`src/rtl/mem_stage_pkg.sv`:
```
// mem_stage shared decode constants and FSM state type.
// Imported by mem_align and mem_stage.
package mem_stage_pkg;

  typedef enum logic {
    S_IDLE,
    S_BUSY
  } state_e;

  localparam logic [6:0] INST_TYPE_L = 7'b0000011;
  localparam logic [6:0] INST_TYPE_S = 7'b0100011;

  localparam logic [2:0] INST_LB  = 3'b000;
  localparam logic [2:0] INST_LH  = 3'b001;
  localparam logic [2:0] INST_LW  = 3'b010;
  localparam logic [2:0] INST_LBU = 3'b100;
  localparam logic [2:0] INST_LHU = 3'b101;
  localparam logic [2:0] INST_SB  = 3'b000;
  localparam logic [2:0] INST_SH  = 3'b001;
  localparam logic [2:0] INST_SW  = 3'b010;

  localparam logic [4:0] X0 = 5'd0;

endpackage

```
`src/rtl/mem_align.sv`:
```
// Store lane/strobe placement and load extract/extension by func3, addr[1:0].
// MEM_MISALIGN_TRAP_EN: flag misaligned halfword/word accesses.
module mem_align
  import mem_stage_pkg::*;
(
  input  logic        is_store_i,
  input  logic [2:0]  func3_i,
  input  logic [1:0]  off_i,
  input  logic [31:0] wdata_i,
  input  logic [31:0] rdata_i,
  output logic [31:0] wdata_o,
  output logic [3:0]  wstrb_o,
  output logic [31:0] rdata_o,
  output logic        f3_ok_o,
  output logic        misal_o
);

  logic       f_b, f_h, f_w, f_u;
  logic [7:0]  byte_v;
  logic [15:0] half_v;

  assign f_b = func3_i[1:0] == INST_LB[1:0];
  assign f_h = func3_i[1:0] == INST_LH[1:0];
  assign f_w = func3_i[1:0] == INST_LW[1:0];
  assign f_u = func3_i[2];

  // Loads allow unsigned B/H only; stores have no unsigned forms.
  assign f3_ok_o = is_store_i ? (~f_u & (f_b | f_h | f_w))
                              : (f_b | f_h | (f_w & ~f_u));

  assign byte_v = rdata_i[{off_i, 3'b000} +: 8];
  assign half_v = off_i[1] ? rdata_i[31:16] : rdata_i[15:0];

`ifdef MEM_MISALIGN_TRAP_EN
  assign misal_o = (f_h & off_i[0]) | (f_w & (|off_i));
`else
  assign misal_o = 1'b0;
`endif

  always_comb begin
    wdata_o = '0;
    wstrb_o = '0;
    rdata_o = '0;
    unique case (1'b1)
      f_b: begin
        wdata_o = {4{wdata_i[7:0]}};
        wstrb_o = 4'b0001 << off_i;
        rdata_o = {{24{~f_u & byte_v[7]}}, byte_v};
      end
      f_h: begin
        wdata_o = {2{wdata_i[15:0]}};
        wstrb_o = off_i[1] ? 4'b1100 : 4'b0011;
        rdata_o = {{16{~f_u & half_v[15]}}, half_v};
      end
      f_w: begin
        wdata_o = wdata_i;
        wstrb_o = 4'b1111;
        rdata_o = rdata_i;
      end
      default: ;
    endcase
  end

endmodule

```
`src/rtl/mem_stage.sv`:
```
// RV32I memory stage: writeback register plus single-outstanding load/store.
// MEM_MISALIGN_TRAP_EN (in mem_align) traps misaligned accesses on err_o.
module mem_stage
  import mem_stage_pkg::*;
#(
  parameter int unsigned TIMEOUT_CYC = 16
) (
  input  logic        clk,
  input  logic        rst,
  input  logic        valid_i,
  input  logic [31:0] ins_i,
  input  logic [31:0] ins_addr_i,
  input  logic [4:0]  rd_addr_i,
  input  logic [31:0] rd_data_i,
  input  logic        rd_wr_en_i,
  input  logic [31:0] mem_addr_i,
  input  logic [31:0] mem_wdata_i,
  output logic        mem_req_o,
  output logic        mem_we_o,
  output logic [31:0] mem_addr_o,
  output logic [31:0] mem_wdata_o,
  output logic [3:0]  mem_wstrb_o,
  input  logic        mem_ack_i,
  input  logic [31:0] mem_rdata_i,
  output logic [4:0]  rd_addr_o,
  output logic [31:0] rd_data_o,
  output logic        rd_wr_en_o,
  output logic [31:0] ins_addr_o,
  output logic        hold_flag_o,
  output logic        err_o
);

  localparam int CW = (TIMEOUT_CYC > 1) ? $clog2(TIMEOUT_CYC) : 1;

  state_e      state_q;
  logic [CW-1:0] cnt_q;
  logic        req_q, we_q, rd_we_q, err_q, is_st_q;
  logic [31:0] addr_q, wdata_q, rd_data_q, ins_addr_q;
  logic [3:0]  wstrb_q;
  logic [4:0]  rd_addr_q;
  logic [2:0]  f3_q;
  logic [1:0]  off_q;

  logic        is_ld, is_st, is_mem, busy, timeout_hit;
  logic [2:0]  al_f3;
  logic [1:0]  al_off;
  logic        al_st, al_ok, al_misal;
  logic [31:0] al_wdata, al_rdata;
  logic [3:0]  al_wstrb;
  logic        unused_ins;

  assign unused_ins = ^{ins_i[31:15], ins_i[11:7]};

  assign busy   = state_q == S_BUSY;
  assign is_ld  = ins_i[6:0] == INST_TYPE_L;
  assign is_st  = ins_i[6:0] == INST_TYPE_S;
  assign is_mem = (is_ld | is_st) & al_ok;

  // Captured access drives the aligner while BUSY for the load extract.
  assign al_f3  = busy ? f3_q    : ins_i[14:12];
  assign al_off = busy ? off_q   : mem_addr_i[1:0];
  assign al_st  = busy ? is_st_q : is_st;

  mem_align u_align (
    .is_store_i (al_st),
    .func3_i    (al_f3),
    .off_i      (al_off),
    .wdata_i    (mem_wdata_i),
    .rdata_i    (mem_rdata_i),
    .wdata_o    (al_wdata),
    .wstrb_o    (al_wstrb),
    .rdata_o    (al_rdata),
    .f3_ok_o    (al_ok),
    .misal_o    (al_misal)
  );

  if (TIMEOUT_CYC == 0) begin : g_no_to
    assign timeout_hit = 1'b0;
  end else begin : g_to
    assign timeout_hit = cnt_q == CW'(TIMEOUT_CYC - 1);
  end

  always_comb begin
    hold_flag_o = 1'b0;
    if (busy) hold_flag_o = ~(mem_ack_i | timeout_hit);
    else      hold_flag_o = valid_i & is_mem & ~al_misal;
  end

  always_ff @(posedge clk) begin
    if (rst) begin
      state_q    <= S_IDLE;
      cnt_q      <= '0;
      req_q      <= 1'b0;
      we_q       <= 1'b0;
      addr_q     <= '0;
      wdata_q    <= '0;
      wstrb_q    <= '0;
      rd_addr_q  <= '0;
      rd_data_q  <= '0;
      rd_we_q    <= 1'b0;
      ins_addr_q <= '0;
      err_q      <= 1'b0;
      is_st_q    <= 1'b0;
      f3_q       <= '0;
      off_q      <= '0;
    end else begin
      err_q <= 1'b0;
      unique case (state_q)
        S_IDLE: begin
          rd_we_q <= 1'b0;
          if (valid_i) begin
            ins_addr_q <= ins_addr_i;
            rd_addr_q  <= rd_addr_i;
            rd_data_q  <= rd_data_i;
            if (!is_mem) begin
              rd_we_q <= rd_wr_en_i & ~(is_ld | is_st);
            end else if (al_misal) begin
              err_q <= 1'b1;
            end else begin
              state_q <= S_BUSY;
              cnt_q   <= '0;
              req_q   <= 1'b1;
              we_q    <= is_st;
              addr_q  <= {mem_addr_i[31:2], 2'b00};
              wdata_q <= is_st ? al_wdata : '0;
              wstrb_q <= is_st ? al_wstrb : 4'b0000;
              is_st_q <= is_st;
              f3_q    <= ins_i[14:12];
              off_q   <= mem_addr_i[1:0];
            end
          end
        end
        S_BUSY: begin
          cnt_q <= cnt_q + 1'b1;
          if (mem_ack_i) begin
            state_q <= S_IDLE;
            req_q   <= 1'b0;
            we_q    <= 1'b0;
            rd_we_q <= ~is_st_q;
            if (!is_st_q) rd_data_q <= al_rdata;
          end else if (timeout_hit) begin
            state_q <= S_IDLE;
            req_q   <= 1'b0;
            we_q    <= 1'b0;
            err_q   <= 1'b1;
          end
        end
      endcase
    end
  end

  assign mem_req_o   = req_q;
  assign mem_we_o    = we_q;
  assign mem_addr_o  = addr_q;
  assign mem_wdata_o = wdata_q;
  assign mem_wstrb_o = wstrb_q;
  assign rd_addr_o   = rd_addr_q;
  assign rd_data_o   = rd_data_q;
  assign rd_wr_en_o  = rd_we_q;
  assign ins_addr_o  = ins_addr_q;
  assign err_o       = err_q;

endmodule

```
`config.mk`:
```
export PLATFORM = sky130hd
export DESIGN_NAME = mem_stage
export DESIGN_NICKNAME = d
export VERILOG_FILES = /design/src/rtl/mem_stage_pkg.sv /design/src/rtl/mem_align.sv /design/src/rtl/mem_stage.sv
export SDC_FILE = /design/constraint.sdc
export NUM_CORES = 1
export LEC_CHECK = 0
export ABC_AREA = 1
export BUFFER_PORTS_ARGS = -buffer_cell sky130_fd_sc_hd__buf_2
export CAP_MARGIN = 15
export CORE_AREA = 2 2 134 136
export CTS_CLUSTER_DIAMETER = 120
export DETAILED_ROUTE_END_ITERATION = 10
export DIE_AREA = 0 0 136 138
export GPL_TIMING_DRIVEN = 1
export HOLD_SLACK_MARGIN = 0.12
export PLACE_DENSITY = 0.73
export SLEW_MARGIN = 10
export SYNTH_ARGS = -nofsm -noshare
export SYNTH_HDL_FRONTEND = slang
export SYNTH_SLANG_ARGS = --single-unit
```
`constraint.sdc`:
```
create_clock -name clk -period 2.1 [get_ports clk]
set_input_delay 0 -clock clk [delete_from_list [all_inputs] [get_ports clk]]
set_output_delay 0 -clock clk [all_outputs]
set_load 0.01 [all_outputs]
```
==> run metrics, run 1 <==
peak supply drop ~0.56 mV; Avg Cell Area, Syn approximately 6.7 µm²; Worst path slowest cell dfxtp_4; Critical Path Fanout Max 26; Final WS setup 156 ps; DR vias/cell roughly 5; Synth Area in Simple Gates about a quarter; Detail Placement HPWL 16,800 µm; GRT overflow 0; Post-synth ARST share 0%; Final TNS setup 0 ps; largest family of logic cells by synthesized area simple AND/OR/NAND/NOR gates; setup violators final 0; Synth Area in Compound Gates between 20% and 30%; Tmin final 1940 ps; CTS Buffer Depth 2; crit end category output pin; fin. max-slew vios 0; Synth Flop Type dfxtp_1; Global Route Usage Sum between 20% and 30%; DRC Markers 0; Routed Antenna Nets 0; first-pass GRT wire length 41,900 µm; Worst Skew 7.68 ps; GPL Wtd Cong about 0.83; fillers 1,524; clock root buffer clkbuf_16; Clock H-tree levels 4; XOR/XNOR Fraction of Synth Area 0%; DIE AREA roughly 19,000 µm²; Synth Instances 1,069; CP Cell Sequence buf_4, nand2_1, o21ai_2, nand2_1, nand2_1, nand3_4, buf_12, nand2_1, buf_2; Pwr Density 656 nW/µm²; largest net degree at the start of global routing between 80 and 90; post-synth cell types 31; core area between 15,000 and 20,000 µm²; CP most frequent cell nand2_1; Area growth syn-to-layout 57.9%; number of synthesized register bits 150; Peak Freq a little over 500 MHz; startpoint types flip-flop; wire per inst 14.8 µm; RSZ-0062 raised after global routing false; Worst EP arrival 1940 ps; synth warn 0; post-layout net count between 1,500 and 2,000; Die Height 138 µm; period utilisation layout 92.6%; Data required, critical path 2100 ps; final hold vios 0; outcome finished, final reports clean; IO Count 344; proportion of synthesized area in mux cells 0%; Final Non-Filler Cells between 1,500 and 2,000; Buffers on Ports 319; Worst-Margin Slew 582 ps; Pre-antenna DRT Iters 5; class of the worst hold path in -> reg; clk_lat worst skew 420 ps; adder-cell share of the synthesized area 0.175%; TritonCTS Buffers 17; CTS tree built; Vias 8,875; Initial Utilization 40.7%; clock sinks 150; initial antenna violation count 1; Core Rows 49; kind of critical path reg -> out; DP Cell Count 1,572; DR iter-0 viols between 500 and 600; number of global-route vias before repair 8,568; leakage 5.49 nW; Post-synth EDFFs 0; Seq/Total Area, Yosys 42.1%; CTS clk-pin slew, worst paths 70 ps; Chip Width 136 µm; WL final between 20,000 and 30,000 µm; layout cells sized above 1 26.2%; crit-path max cell delay 420 ps; Synth Cell Area a little over 7000 µm²; max cap viols 0; Rel. slew slack 61.1%; pre-CTS setup slack roughly 170 ps
## cell usage in the layout, fill, tap and decap left out, types with 2 or more instances in the layout
cell,Yosys,final
a21oi_1,144,144
a22o_1,8,8
buf_12,0,4
buf_2,24,319
buf_4,14,25
bufinv_16,0,3
clkbuf_16,0,17
clkinvlp_4,0,2
conb_1,1,2
dfxtp_1,150,149
dlygate4sd3_1,0,169
inv_1,92,91
inv_2,5,5
inv_6,0,4
inv_8,0,3
nand2_1,275,275
nand2_2,4,4
nand2_4,2,2
nand3_1,21,21
nand3_2,3,2
nand4_1,2,2
nor2_1,124,124
nor2_4,3,3
nor3_1,3,3
o211ai_1,5,5
o21ai_0,127,127
o21ai_1,16,16
o21ai_2,3,3
## registers in the layout, indices dropped and copies added (netlist names)
signal and flops:
ins_addr_o 32, mem_wdata_o 32, rd_data_o 32, mem_addr_o 30
rd_addr_o 5, cnt_q 4, mem_wstrb_o 4, f3_q 3
off_q 2, busy 1, err_o 1, is_st_q 1
mem_req_o 1, mem_we_o 1, rd_wr_en_o 1
## area by class of cell
cell class | instances | area, µm² | area share, %
Antenna cell | 1 | 2.50 | 0.0222
Clock buffer | 18 | 429 | 3.81
Clock inverter | 14 | 188 | 1.66
Inverter | 98 | 370 | 3.29
Multi-Input combinational cell | 748 | 3390 | 30.1
Sequential cell | 150 | 3010 | 26.7
Tap cell | 229 | 287 | 2.54
Timing Repair Buffer | 519 | 3600 | 31.9
## layer usage
layer  global-route usage (%)  part of all wire, %  up-vias
met5                        0                    0        -
met4                     10.8                  3.4        0
met3                     6.27                  7.6       69
met2                     47.4                   49      383
met1                     33.2                   40     4067
li1                         -                    -     4356
## through the flow
stage / cell area [µm²] / power, W / hold WS, ps / utilization [%]
2_1_floorplan: 7140 / 0.00354 / 135 / -
3_3_place_gp: 8910 / 0.00393 / 220 / 50.8
3_5_place_dp: 8910 / 0.00394 / 228 / 50.8
4_1_cts: 11300 / 0.00743 / 125 / 64.3
5_1_grt: 11300 / 0.00772 / 157 / 64.3
6_report: 11300 / 0.00740 / 126 / 64.3
## synth_stat cells, types with 3 or more instances
cell / number / area share, %
nand3_2: 3 / 0.42
nand2_2: 4 / 0.35
o21ai_1: 16 / 1.1
nor3_1: 3 / 0.21
nor2_1: 124 / 6.5
buf_2: 24 / 1.7
inv_2: 5 / 0.26
inv_1: 92 / 4.8
nand3_1: 21 / 1.5
o21ai_0: 127 / 8.9
buf_4: 14 / 1.5
o21ai_2: 3 / 0.37
a22o_1: 8 / 0.98
a21oi_1: 144 / 10
dfxtp_1: 150 / 42
nor2_4: 3 / 0.47
o211ai_1: 5 / 0.53
buf_6: 4 / 0.63
buf_1: 5 / 0.26
nand2_1: 275 / 14
clkbuf_1: 27 / 1.4
## power breakdown
part	switching (W)	leakage (nW)	internal [W]
clock network	0.00133	0.298	0.00191
logic	0.000592	3.96	0.000576
registers	0.0000490	1.23	0.00294
## timing repair
| item | CTS | global route |
|---|---|---|
| endpoints found under the setup margin | 1 | 1 |
| endpoints found under the hold margin | 142 | 0 |
| pin swaps | 1 | 0 |
| gates cloned | 1 | 0 |
| setup buffers | 2 | 0 |
| resized for setup | 2 | 1 |
| hold buffers | 169 | 0 |
## final timing paths
check,from,end,slack [ps],depth (start not counted)
max,busy,hold_flag_o,160,9
min reg2reg,mem_addr_o[8],mem_addr_o[8],440,2
min,mem_rdata_i[21],rd_data_o[21],130,7
max reg2reg,busy,mem_addr_o[3],210,10
## critical path: cells and delay by family (launching register included)
| kind | cells | cell delay [ps] |
|---|---|---|
| AOI/OAI and AO/OA | 1 | 70 |
| and+or+nand+nor | 5 | 490 |
| DFF | 1 | 420 |
| buffers and inverters | 3 | 550 |
## cells by family after synthesis
logic type      Yosys count
compound gates          306
fa+ha+maj                 1
buf+inv                 172
flops                   150
other cells               1
simple gates            439
Power figures use the tool's default switching activity.
==> inputs of run 2 (changes only) <==
- CORE_AREA: 2 2 134 136 -> 2 2 132 134
- DIE_AREA: 0 0 136 138 -> 0 0 134 136
- PLACE_DENSITY: 0.73 -> 0.77
- SKIP_CTS_REPAIR_TIMING: default -> 1
- SYNTH_HIERARCHICAL: default -> 1
==> run 2 against run 1 <==
- the run now ends with negative setup slack left
- clock-buffer cell count fell by 1
- global-route usage fell by 1.9 points
- clock skew rose by 4.0 ps
- maximum frequency fell by 7.7%
- die area fell by 2.9%
- routed wire length rose by 9.9%
- critical path depth rose by 4
- setup slack got worse by 160 ps
- synthesized area rose by 5.3%
- via count rose by 6.7%
- worst hold slack got worse by 11 ps
- final area rose by 2.9%
==> run metrics, run 2 <==
Peak Freq 475 MHz (-7.7%); post-layout net count 1,793 (+3.2%); GPL Wtd Cong 0.897 (+8.5%); class of the worst hold path in -> reg; synth warn 6 (+6); DR vias/cell 5.18 (+3.6%); commonest cells after routing, fill and taps aside nand2_1, buf_2, dfxtp_1; GRT overflow 0 (unchanged); Sw Ratio 27.9% (+1.3 points); Data required, critical path 2100 ps (about the same); IO Count 344 (unchanged); Synth top area share 39.9% (-2.1 points); Final Power 0.00754 W (+1.9%); number of synthesized register bits 150 (unchanged); CTS tree built; post-synth cell types 33 (+6.5%); reg-to-reg endpoint mem_addr_o[21]; commonest non-fill, non-tap cell in the layout nand2_1; Rel. slew slack 54.4% (-6.7 points); largest net degree at the start of global routing 73 (-15%); Synth Flop Type dfxtp_1; Final Non-Filler Cells 1,829 (+2.9%); RSZ-0062 raised after global routing true; DRC Markers 0 (unchanged); hold_ws 115 ps (-10.9 ps); Clock H-tree levels 4 (unchanged); Worst-Margin Slew 683 ps (+101 ps); Initial Utilization 44.6% (+3.8 points); wire per inst 15.8 µm (+6.8%); leakage 5.96 nW (+8.6%); fin. max-slew vios 0 (unchanged); Worst Skew 11.7 ps (+4.05 ps); clock sinks 150 (unchanged); Core Util, Final 68.7% (+4.4 points); DR iter-0 viols 844 (+60%); power share of the combinational group 16.5% (+0.7 points); Area contributors post-synth dfxtp_1, nand2_1, a21oi_1, o21ai_0, nor2_1; Buffers on Ports 319 (unchanged); peak supply drop 0.517 mV (-8.1%); Avg Cell Area, Syn 6.54 µm² (-2.1%); Seq pwr share 39.6% (-0.8 points); Synth Cell Area 7520 µm² (+5.3%); Post-synth ARST share 0% (unchanged); TritonCTS Buffers 17 (unchanged); WL final 28,900 µm (+9.9%); Clock power frac 43.9% (about the same); Setup crit end hold_flag_o; Detail Placement HPWL 17,500 µm (+4.1%); final hold vios 0 (unchanged); cell with the most instances after synthesis nand2_1; internal power 0.00543 W (about the same); CTS clk-pin slew, worst paths 60 ps (about the same); setup violators final 1 (+1); pre-CTS setup slack -33.9 ps (-202 ps); Vias 9,468 (+6.7%); Synth top cells by count nand2_1, dfxtp_1, nor2_1; Chip Width 134 µm (-1.5%); clock root buffer clkbuf_16; initial antenna violation count 1 (unchanged); number of global-route vias before repair 7,668 (-11%); Seq/Total Area, Yosys 39.9% (-2.1 points); DP Cell Count 1,642 (+4.5%); Pwr Density 650 nW/µm² (-0.95%); Pre-antenna DRT Iters 6 (+1); startpoint types flip-flop; Core Rows 48 (-2.0%); worst r2r src busy; Area growth syn-to-layout 54.2%; Final WS setup -6.45 ps (-162 ps); Crit. Startpoint busy; Die Height 136 µm (-1.4%); failing checks negative setup slack; Global Route Usage Sum 25.7% (-1.9 points); layout cells sized above 1 29.1% (+2.8 points); Tmin final 2110 ps (+162 ps); Critical Path Fanout Max 12 (-54%); P_sw 0.00210 W (+6.9%); Worst EP arrival 2110 ps (+170 ps); CTS Buffer Depth 2 (unchanged); outcome finished, violations left; max cap viols 0 (unchanged); core area 16,900 µm² (-3.8%); Routed Antenna Nets 0 (unchanged); crit end category output pin; clk_lat worst skew 430 ps (about the same); cells on worst reg2reg path 12 (+2); Yosys top cell by area dfxtp_1; Synth Instances 1,150 (+7.6%); Post-synth EDFFs 0 (unchanged); kind of critical path reg -> out; period utilisation layout 100% (+7.7 points); FF-to-FF setup slack 40 ps (-170 ps); first-pass GRT wire length 37,800 µm (-9.9%); DIE AREA 18,200 µm² (-2.9%)
run 2: cell types whose count changed in the layout (fill, tap and decap cells not counted), moves of 19 or more:
cell           previous run  this run
a21oi_1                 144        84
dlygate4sd3_1           169       140
inv_1                    91        72
nand2_1                 275       378
nand2_2                   4        24
nand3_1                  21        47
nand4_1                   2        42
nor2_1                  124        95
o21ai_0                 127        80
run 2: area by class of cell:
class | instances | area, µm²
repair inverters | 5 | 51.3
repair buffers | 497 | 3400
well taps | 225 | 282
clock buffers | 17 | 425
flip-flops and latches | 150 | 3010
clock inverters | 15 | 208
diodes | 1 | 2.50
inverters | 94 | 380
multi-input cells | 825 | 3840
fillers | 1307 | 5280
run 2: logic make-up (layout without fill, tap and decap cells):
kind of cell    after synthesis  after routing  synth area share, %
simple gates                604            606                 34.2
other cells                   2              4               0.0999
buf+inv                     178            628                 10.7
compound gates              215            215                 14.9
flops                       150            150                 39.9
fa+ha+maj                     1              1                0.166
run 2: worst min path at each step:
stage / from / endpoint / slack, ps / cells after the start
2_1_floorplan: ins_addr_i[0] / ins_addr_o[0] / 130 / 2
3_3_place_gp: rd_addr_i[2] / rd_addr_o[2] / 220 / 3
3_5_place_dp: ins_addr_i[31] / ins_addr_o[31] / 230 / 3
4_1_cts: ins_addr_i[0] / ins_addr_o[0] / -220 / 3
5_1_grt: ins_i[6] / cnt_q[1] / 130 / 5
6_report: ins_i[6] / cnt_q[1] / 120 / 5
run 2: power groups by stage:
| stage | combinational [W] | clock [W] | sequential [W] |
|---|---|---|---|
| 2_1_floorplan | 0.000500 | 0 | 0.00309 |
| 3_3_place_gp | 0.000947 | 0 | 0.00304 |
| 3_5_place_dp | 0.000955 | 0 | 0.00305 |
| 4_1_cts | 0.000959 | 0.00334 | 0.00298 |
| 5_1_grt | 0.00135 | 0.00345 | 0.00300 |
| 6_report | 0.00124 | 0.00331 | 0.00299 |
run 2: worst max-delay path, stage by stage, from the launching register on:
cell,delay [ps]
dfxtp_4,370
inv_6,50
buf_6,120
nand2_4,50
o21ai_4,80
nor2_1,90
nor2_1,70
nor2_4,150
nand4_4,150
nor2_4,180
nand2_4,90
buf_12,130
nand2_2,50
buf_6,100
run 2: stage by stage:
| stage | area [µm²] | setup TNS, ps |
|---|---|---|
| detailed placement | 9310 | -207 |
| global placement | 9310 | 0 |
| floorplan | 7600 | -912 |
| CTS | 9940 | -987 |
| finish | 11600 | -6.45 |
| global route | 11600 | -1220 |
run 2: metal layers:
| layer | track usage [%] | vias to the layer above | part of all wire (%) |
|---|---|---|---|
| met5 | 0 | - | 0 |
| met4 | 8.39 | 0 | 3.5 |
| met3 | 6.79 | 107 | 8.6 |
| met2 | 42.9 | 551 | 49 |
| met1 | 32.2 | 4234 | 39 |
| li1 | - | 4576 | - |
